**config.mk**
```make
export PLATFORM = sky130hd
export DESIGN_NAME = multi_box_tracer
export DESIGN_NICKNAME = d
export VERILOG_FILES = /design/src/rtl/data_structs.sv /design/src/rtl/multi_box_tracer.sv
export SDC_FILE = /design/constraint.sdc
export NUM_CORES = 2
export LEC_CHECK = 0
export BUFFER_PORTS_ARGS = -buffer_cell sky130_fd_sc_hd__buf_2
export CAP_MARGIN = 10
export CORE_MARGIN = 4
export CORE_UTILIZATION = 35
export CTS_CLUSTER_DIAMETER = 50
export DETAILED_ROUTE_END_ITERATION = 8
export GPL_ROUTABILITY_DRIVEN = 0
export GPL_TIMING_DRIVEN = 0
export SYNTH_ARGS = -nofsm -noshare
export SYNTH_HDL_FRONTEND = slang
export SYNTH_SLANG_ARGS = --single-unit
```
**constraint.sdc**
```tcl
create_clock -name sysclk -period 42.2 [get_ports sysclk]
set_clock_uncertainty 0.15 [all_clocks]
set_input_delay 4.22 -clock sysclk [delete_from_list [all_inputs] [get_ports sysclk]]
set_output_delay 4.22 -clock sysclk [all_outputs]
set_load 0.05 [all_outputs]
```
**src/rtl/data_structs.sv**
```systemverilog
// Shared fixed-point ray/box types and tracer FSM encoding.
// All distances are signed 18.18 fixed point held in 36 bits.
package data_structs;

    localparam int FX_W = 36;

    typedef logic signed [FX_W-1:0] fx_t;

    typedef struct packed {
        fx_t x;
        fx_t y;
        fx_t z;
    } vec3_18_18;

    typedef struct packed {
        vec3_18_18 lo;
        vec3_18_18 hi;
    } bbox;

    typedef struct packed {
        fx_t t_min;
        fx_t t_max;
    } range;

    localparam fx_t T_MIN = '0;
    localparam fx_t T_MAX = fx_t'({1'b0, {(FX_W-1){1'b1}}});

    typedef enum logic [1:0] {
        IDLE  = 2'd0,
        ISSUE = 2'd1,
        DRAIN = 2'd2,
        DONE  = 2'd3
    } tracer_state_e;

endpackage

```
**src/rtl/multi_box_tracer.sv**
```systemverilog
// Walks the box table for one ray, issues a slab-test request per box and keeps the
// closest hit. Defining ANY_HIT_EN switches to first-hit early exit.
module multi_box_tracer
    import data_structs::*;
#(
    parameter int NUM_BOXES = 8,
    parameter int IDX_W     = $clog2(NUM_BOXES)
) (
    input  logic             sysclk,
    input  logic             rst,
    input  logic             ray_in_valid,
    output logic             ray_in_ready,
    input  vec3_18_18        ray_in_orig,
    input  vec3_18_18        ray_in_inv_dir,
    input  logic [19:0]      ray_in_tag,
    input  logic             cfg_we,
    input  logic [IDX_W-1:0] cfg_addr,
    input  bbox              cfg_box,
    input  logic             cfg_count_we,
    input  logic [IDX_W:0]   cfg_count,
    output logic             isect_req_valid,
    input  logic             isect_req_ready,
    output vec3_18_18        isect_req_orig,
    output vec3_18_18        isect_req_inv_dir,
    output bbox              isect_req_box,
    output range             isect_req_range,
    input  logic             isect_rsp_valid,
    input  logic             isect_rsp_hit,
    input  logic [35:0]      isect_rsp_t,
    output logic             res_valid,
    input  logic             res_ready,
    output logic             res_hit,
    output logic [IDX_W-1:0] res_idx,
    output logic [35:0]      res_t,
    output logic [19:0]      res_tag,
    output logic             err_stray,
    output tracer_state_e    dbg_state
);

    localparam int              CNT_W     = IDX_W + 1;
    localparam logic [CNT_W-1:0] MAX_COUNT = CNT_W'(NUM_BOXES);

    // Every channel is valid/ready: a transfer happens on the rising edge where both are
    // high, and the sender holds valid and payload unchanged until that edge.
    tracer_state_e    state_q, state_d;
    vec3_18_18        orig_q, orig_d, inv_dir_q, inv_dir_d;
    logic [19:0]      tag_q, tag_d;
    logic             best_hit_q, best_hit_d;
    fx_t              best_t_q, best_t_d;
    logic [IDX_W-1:0] best_idx_q, best_idx_d;
    logic [CNT_W-1:0] issue_idx_q, issue_idx_d;
    logic [CNT_W-1:0] rsp_idx_q, rsp_idx_d;
    logic [CNT_W-1:0] outstanding_q, outstanding_d;
    logic [CNT_W-1:0] box_count_q, box_count_d;
    logic             err_stray_q, err_stray_d;
    bbox              box_table_q [NUM_BOXES];

    logic             ray_fire, req_fire, rsp_take, rsp_stray;
    logic             last_issue, better, take_hit, stop_early;
    logic [IDX_W-1:0] issue_sel;
    bbox              req_box;

    assign ray_fire   = ray_in_valid && ray_in_ready;
    assign req_fire   = isect_req_valid && isect_req_ready;
    assign rsp_take   = isect_rsp_valid && (outstanding_q != '0);
    assign rsp_stray  = isect_rsp_valid && (outstanding_q == '0);
    assign last_issue = req_fire && (issue_idx_q == box_count_q - CNT_W'(1));
    assign take_hit   = rsp_take && isect_rsp_hit && better;
    assign issue_sel  = issue_idx_q[IDX_W-1:0];

`ifdef ANY_HIT_EN
    assign better     = !best_hit_q;
    assign stop_early = take_hit;
`else
    // Strict less-than so an equal distance never displaces the earlier (lower) index.
    assign better     = !best_hit_q || ($signed(isect_rsp_t) < best_t_q);
    assign stop_early = 1'b0;
`endif

    always_ff @(posedge sysclk or posedge rst) begin
        if (rst) begin
            state_q <= IDLE;
        end else begin
            state_q <= state_d;
        end
    end

    always_comb begin
        state_d = state_q;
        case (state_q)
            IDLE:    if (ray_fire) state_d = (box_count_q == '0) ? DONE : ISSUE;
            ISSUE:   if (last_issue || stop_early) state_d = DRAIN;
            DRAIN:   if (outstanding_q == '0) state_d = DONE;
            DONE:    if (res_ready) state_d = IDLE;
            default: state_d = IDLE;
        endcase
    end

    always_comb begin
        ray_in_ready    = (state_q == IDLE);
        isect_req_valid = (state_q == ISSUE);
        res_valid       = (state_q == DONE);
        res_hit         = 1'b0;
        res_idx         = '0;
        res_t           = '0;
        res_tag         = '0;
        if (state_q == DONE) begin
            res_hit = best_hit_q;
            res_idx = best_idx_q;
            res_t   = best_t_q;
            res_tag = tag_q;
        end
    end

    always_comb begin
        req_box = '0;
        if ({1'b0, issue_sel} < MAX_COUNT) req_box = box_table_q[issue_sel];
    end

    assign isect_req_orig    = orig_q;
    assign isect_req_inv_dir = inv_dir_q;
    assign isect_req_box     = req_box;
    assign isect_req_range   = '{t_min: T_MIN, t_max: T_MAX};
    assign err_stray         = err_stray_q;
    assign dbg_state         = state_q;

    always_comb begin
        orig_d        = orig_q;
        inv_dir_d     = inv_dir_q;
        tag_d         = tag_q;
        best_hit_d    = best_hit_q;
        best_t_d      = best_t_q;
        best_idx_d    = best_idx_q;
        issue_idx_d   = issue_idx_q;
        rsp_idx_d     = rsp_idx_q;
        outstanding_d = outstanding_q;
        box_count_d   = box_count_q;
        err_stray_d   = err_stray_q || rsp_stray;
        if (ray_fire) begin
            orig_d        = ray_in_orig;
            inv_dir_d     = ray_in_inv_dir;
            tag_d         = ray_in_tag;
            best_hit_d    = 1'b0;
            best_t_d      = T_MAX;
            best_idx_d    = '0;
            issue_idx_d   = '0;
            rsp_idx_d     = '0;
            outstanding_d = '0;
        end else begin
            if (req_fire) issue_idx_d = issue_idx_q + CNT_W'(1);
            if (rsp_take) rsp_idx_d = rsp_idx_q + CNT_W'(1);
            case ({req_fire, rsp_take})
                2'b10:   outstanding_d = outstanding_q + CNT_W'(1);
                2'b01:   outstanding_d = outstanding_q - CNT_W'(1);
                default: outstanding_d = outstanding_q;
            endcase
            if (take_hit) begin
                best_hit_d = 1'b1;
                best_t_d   = $signed(isect_rsp_t);
                best_idx_d = rsp_idx_q[IDX_W-1:0];
            end
        end
        if (ray_in_ready && cfg_count_we) begin
            box_count_d = (cfg_count > MAX_COUNT) ? MAX_COUNT : cfg_count;
        end
    end

    always_ff @(posedge sysclk or posedge rst) begin
        if (rst) begin
            orig_q        <= '0;
            inv_dir_q     <= '0;
            tag_q         <= '0;
            best_hit_q    <= 1'b0;
            best_t_q      <= '0;
            best_idx_q    <= '0;
            issue_idx_q   <= '0;
            rsp_idx_q     <= '0;
            outstanding_q <= '0;
            box_count_q   <= '0;
            err_stray_q   <= 1'b0;
        end else begin
            orig_q        <= orig_d;
            inv_dir_q     <= inv_dir_d;
            tag_q         <= tag_d;
            best_hit_q    <= best_hit_d;
            best_t_q      <= best_t_d;
            best_idx_q    <= best_idx_d;
            issue_idx_q   <= issue_idx_d;
            rsp_idx_q     <= rsp_idx_d;
            outstanding_q <= outstanding_d;
            box_count_q   <= box_count_d;
            err_stray_q   <= err_stray_d;
        end
    end

    // Table contents survive reset; only the live count is cleared.
    always_ff @(posedge sysclk) begin
        if (ray_in_ready && cfg_we && ({1'b0, cfg_addr} < MAX_COUNT)) begin
            box_table_q[cfg_addr] <= cfg_box;
        end
    end

endmodule

```
# ---- Yosys cells after proc, flatten, opt, wreduce, memory -nomap -nowiden
# Memories as Yosys holds them, arrays and structs flattened.
# Index checks and enable logic that the tools add are counted.
dict set report classes {
  addsub 5
  n_mul 0
  div_mod_pow 0
  n_lt_le_gt_ge 2
  n_eq_ne 10
  shift 0
  mux 25
  bitwise_logic 0
  reduce_logical 21
}
# cell count
set op_table {}
lappend op_table {{$mux W36} 3}
lappend op_table {{$lt A36 B36 Y1} 1}
lappend op_table {{$mux W4} 6}
lappend op_table {{$mux W20} 1}
lappend op_table {{$add A4 B1 Y4 const B} 3}
lappend op_table {{$mux W2} 5}
lappend op_table {{$logic_and A1 B1 Y1} 9}
lappend op_table {{$mux W3} 3}
lappend op_table {{$logic_not A4 Y1} 2}
lappend op_table {{$pmux W2 S4} 1}
lappend op_table {{$pmux W4 S2} 1}
lappend op_table {{$sub A4 B1 Y4 const B} 2}
lappend op_table {{$eq A2 B2 Y1 const B} 3}
lappend op_table {{$ne A2 B1 Y1 const B} 3}
lappend op_table {{$reduce_bool A2 Y1} 3}
lappend op_table {{$mux W1} 5}
lappend op_table {{$eq A2 B1 Y1 const B} 2}
lappend op_table {{$eq A4 B4 Y1} 1}
lappend op_table {{$gt A4 B4 Y1 const B} 1}
lappend op_table {{$reduce_and A4 Y1} 1}
lappend op_table {{$reduce_bool A4 Y1} 1}
lappend op_table {{$reduce_bool A3 Y1} 1}
lappend op_table {{$logic_not A2 Y1} 1}
lappend op_table {{$logic_or A1 B1 Y1} 2}
lappend op_table {{other kinds (2)} 2}
dict set report word_totals {
  ff_bits 295
  latch_bits 0
  ramBits 1728
  romBits 0
  in_bits 504
  mem_count 1
}
# name depth width read_ports rd_clocked_by_memory_dff wr line_no
set mem_list {}
lappend mem_list {box_table_q 8 216 1 0 1 multi_box_tracer.sv:56} ;# bbox box_table_q [NUM_BOXES];

# ---- Logic depth before layout (Yosys ltp)
dict set report logic_depth {
  word_depth 6
  mapped_depth 12
  mapped_depth_nobuf 12
}

# ---- Worst setup path before layout
# No wires, ideal clock.
dict set report synth_timing {
  kind {in2reg}
  from {input cfg_addr[2]}
  to {memory box_table_q[2][0] (netlist bit) (enable)}
  arrival_ns 19.062
  required_time_ns 40.990
  setup_slack_ns 21.928
  cell_stages 1
  n_path_buf 0
  path_cell_list {nor3_1}
}
# element line_no
set synth_lines {}
lappend synth_lines {{from (decl)} multi_box_tracer.sv:17} ;# input logic [IDX_W-1:0] cfg_addr,
lappend synth_lines {{to (decl)} multi_box_tracer.sv:56}
# No word-level cell before the write port.

==> flow_metrics.tcl <==
set metrics [dict create \
    status "finished clean" \
    end_kind "output pin" \
    cts_buffer_depth 3 \
    powerDensity_nw_per_um2 73.9 \
    clk_latency_ns 0.87 \
    numCtsBuffers 221 \
    multiInputGateArea_um2 17600 \
    worst-path-max-fanout 10 \
    setup_viol 0 \
    synthToLayoutAreaGrowth_pct 24.3 \
    leakagePower_nw 35.6 \
    synth_top_area_share_pct 66.5 \
    final_cell_mix "edfxtp_1 (1728), buf_2 (1021), nand2_1 (743)" \
    tightest_slew_ns 1.24 \
    dpl.hpwl_mm 189 \
    synthTopCellsByArea "edfxtp_1 (66%), mux4_2 (12%), dfrtp_1 (9.4%), nand2_1 (3.6%), mux2_2 (3.1%)" \
    min_period_ns 9.41 \
    r2r_cells 16 \
    synth_edf_count 1728 \
    cts_resized 0 \
    syn_area_per_cell_um2 19.2 \
    grt_usage_pct 21.3 \
    ant_nets 0 \
    synth_warnings 0 \
    cts.sinks 2022 \
    place_area_um2 89400 \
    setup.worst_path.start_class "flop" \
    drive_gt1_share_pct 39.8 \
    grt_first_pass_wirelength_mm 345 \
    clkTransAtPathRegs_ns 0.06 \
    async_reset_ff_share_pct 14.5 \
    grt_setup_unrepaired "false" \
    num_rows 173 \
    cts.hold.buffers_added 0 \
    whs_ns 0.320 \
    synth_cell_types 45 \
    via_per_inst 4.94 \
    die-width_um 480 \
    ys_dominant_reg_cell "edfxtp_1" \
    netlist_area_um2 78000 \
    cap_viol_max_count 0 \
    drc 0 \
    grt_pass1_vias 43600 \
    dieArea_um2 231000 \
    r2r_slack_ns 37.43 \
    critPathKind "flop to output pin" \
    ioPinCount 1074 \
    crit_required_ns 37.83 \
    vdd.ir_drop.worst_uv 63.2 \
    hp-class "flop to flop" \
    finalHoldViolations 0 \
    start_util_pct 35.1 \
    fillers 19600 \
    final_cell_area_um2 97000 \
    relSlewSlack_pct 17.1 \
    numPortBuffers 1001 \
    netlist_instances 4059 \
    synth_seq_cells 2022 \
    fmax_mhz 106 \
    drt-total-wl_mm 250 \
    root_buffer "clkbuf_16" \
    min_delay_path_depth 2 \
    fin_nets 6069 \
    wire_per_inst_um 28.6 \
    regArea_um2 59200 \
    cp.arrival_ns 5.04 \
    finalCritPeriodShare_pct 22.3 \
    yosysSeqAreaShare_pct 75.9 \
    antenna_found_initial 123 \
    die_h_um 480 \
    vias 43200 \
    cts_tree "yes" \
    drt_iter0_drc 3520 \
    htreeDepth 4 \
    layout_commonest_cell "edfxtp_1" \
    overflow 0 \
    yosysTopAreaCell "edfxtp_1" \
    grt_max_degree 116 \
    tns_ns 0 \
    slew_violations 0 \
    post_cts.repair.setup_buffers 0 \
    core-area_um2 222000 \
    dr.pass1.iters 7 \
]
-- cells in the mapped netlist (2+ instances only) --
master,count
edfxtp_1,1728
nand2_1,743
mux4_2,432
dfrtp_1,294
mux2_2,217
clkbuf_1,138
nor2_1,91
buf_4,74
and2_1,62
inv_1,47
ha_1,45
mux2i_1,40
buf_1,33
buf_2,20
a21oi_1,19
o21ai_0,12
xnor2_1,10
nand4_1,6
nor3_1,6
nand2b_1,5
a211oi_1,4
a21o_1,4
xor2_1,4
nand3_1,3
conb_1,2
-- report_power, final --
part / internal (mW) / total, mW / leakage [nW] / switching (mW)
combinational: 0.804 / 2.77 / 12.8 / 1.96
sequential: 2.34 / 2.45 / 19.2 / 0.107
clock: 1.13 / 1.95 / 3.62 / 0.817
-- state kept, by name (all words and copies together) (netlist names), 4 cells and up --
register           count
isect_req_inv_dir    108
issue_idx_q            4
best_t_q              36
isect_req_orig       108
box_table_q         1728
tag_q                 20
box_count_q            4
outstanding_q          4
-- worst max-delay path, stage by stage (launching register included) --
cell and delay [ns]:
dfrtp_1 0.68, clkbuf_1 0.78, buf_1 0.95, buf_1 0.80, mux4_2 0.42, mux2_2 0.28, buf_2 0.24
-- per-layer routing --
layer  wire length [µm]  global-route usage [%]  vias to the layer above
met5                263                       0                        -
met4              13400                    9.86                       40
met3              18400                    6.08                      545
met2             128000                    37.0                     1630
met1              90200                    24.2                    22400
li1                   -                       -                    18600
-- stage by stage --
step | utilization [%] | instances | total power, mW | setup slack [ns]
after global routing | 43.6 | 8708 | 7.45 | 32.55
after CTS | 43.6 | 8688 | 7.25 | 32.42
final | 43.7 | 8745 | 7.16 | 32.79
after global placement | 39.2 | 8105 | 5.30 | 4.43
after floorplan | - | 4129 | 4.40 | 21.93
after detailed placement | 40.2 | 8270 | 5.29 | 33.39
-- final cells by class --
| cell class | instances | share of cell area [%] |
|---|---|---|
| Inverter | 47 | 0.190 |
| Tap cell | 2975 | 3.84 |
| Antenna cell | 56 | 0.144 |
| Buffer | 267 | 1.37 |
| Timing Repair Buffer | 1167 | 7.54 |
| Sequential cell | 2022 | 61.1 |
| Clock buffer | 262 | 5.87 |
| Multi-Input combinational cell | 1793 | 18.1 |
| Clock inverter | 156 | 1.82 |
-- worst paths after layout --
check,end,from
worst max-delay path,isect_req_box[8],issue_idx_q[1]
worst min-delay path,tag_q[0],tag_q[0]
worst max register to register,box_table_q[3][161],dbg_state[0]
worst min register to register,tag_q[0],tag_q[0]
max in group asynchronous,isect_req_orig[103],rst
min in group asynchronous,tag_q[11],rst
-- cells by family after synthesis --
kind of cell | Yosys count | share of synthesized area (%)
multiplexers | 689 | 16.1
other | 2 | 0.00962
AO/OA/AOI/OAI | 50 | 0.410
AND/OR/NAND/NOR | 922 | 4.72
XOR/XNOR | 14 | 0.157
flip-flops | 2022 | 75.9
adder cells (fa/ha/maj) | 46 | 0.747
buffers and inverters | 314 | 1.92
No activity file was read; power rests on OpenSTA's default activity.
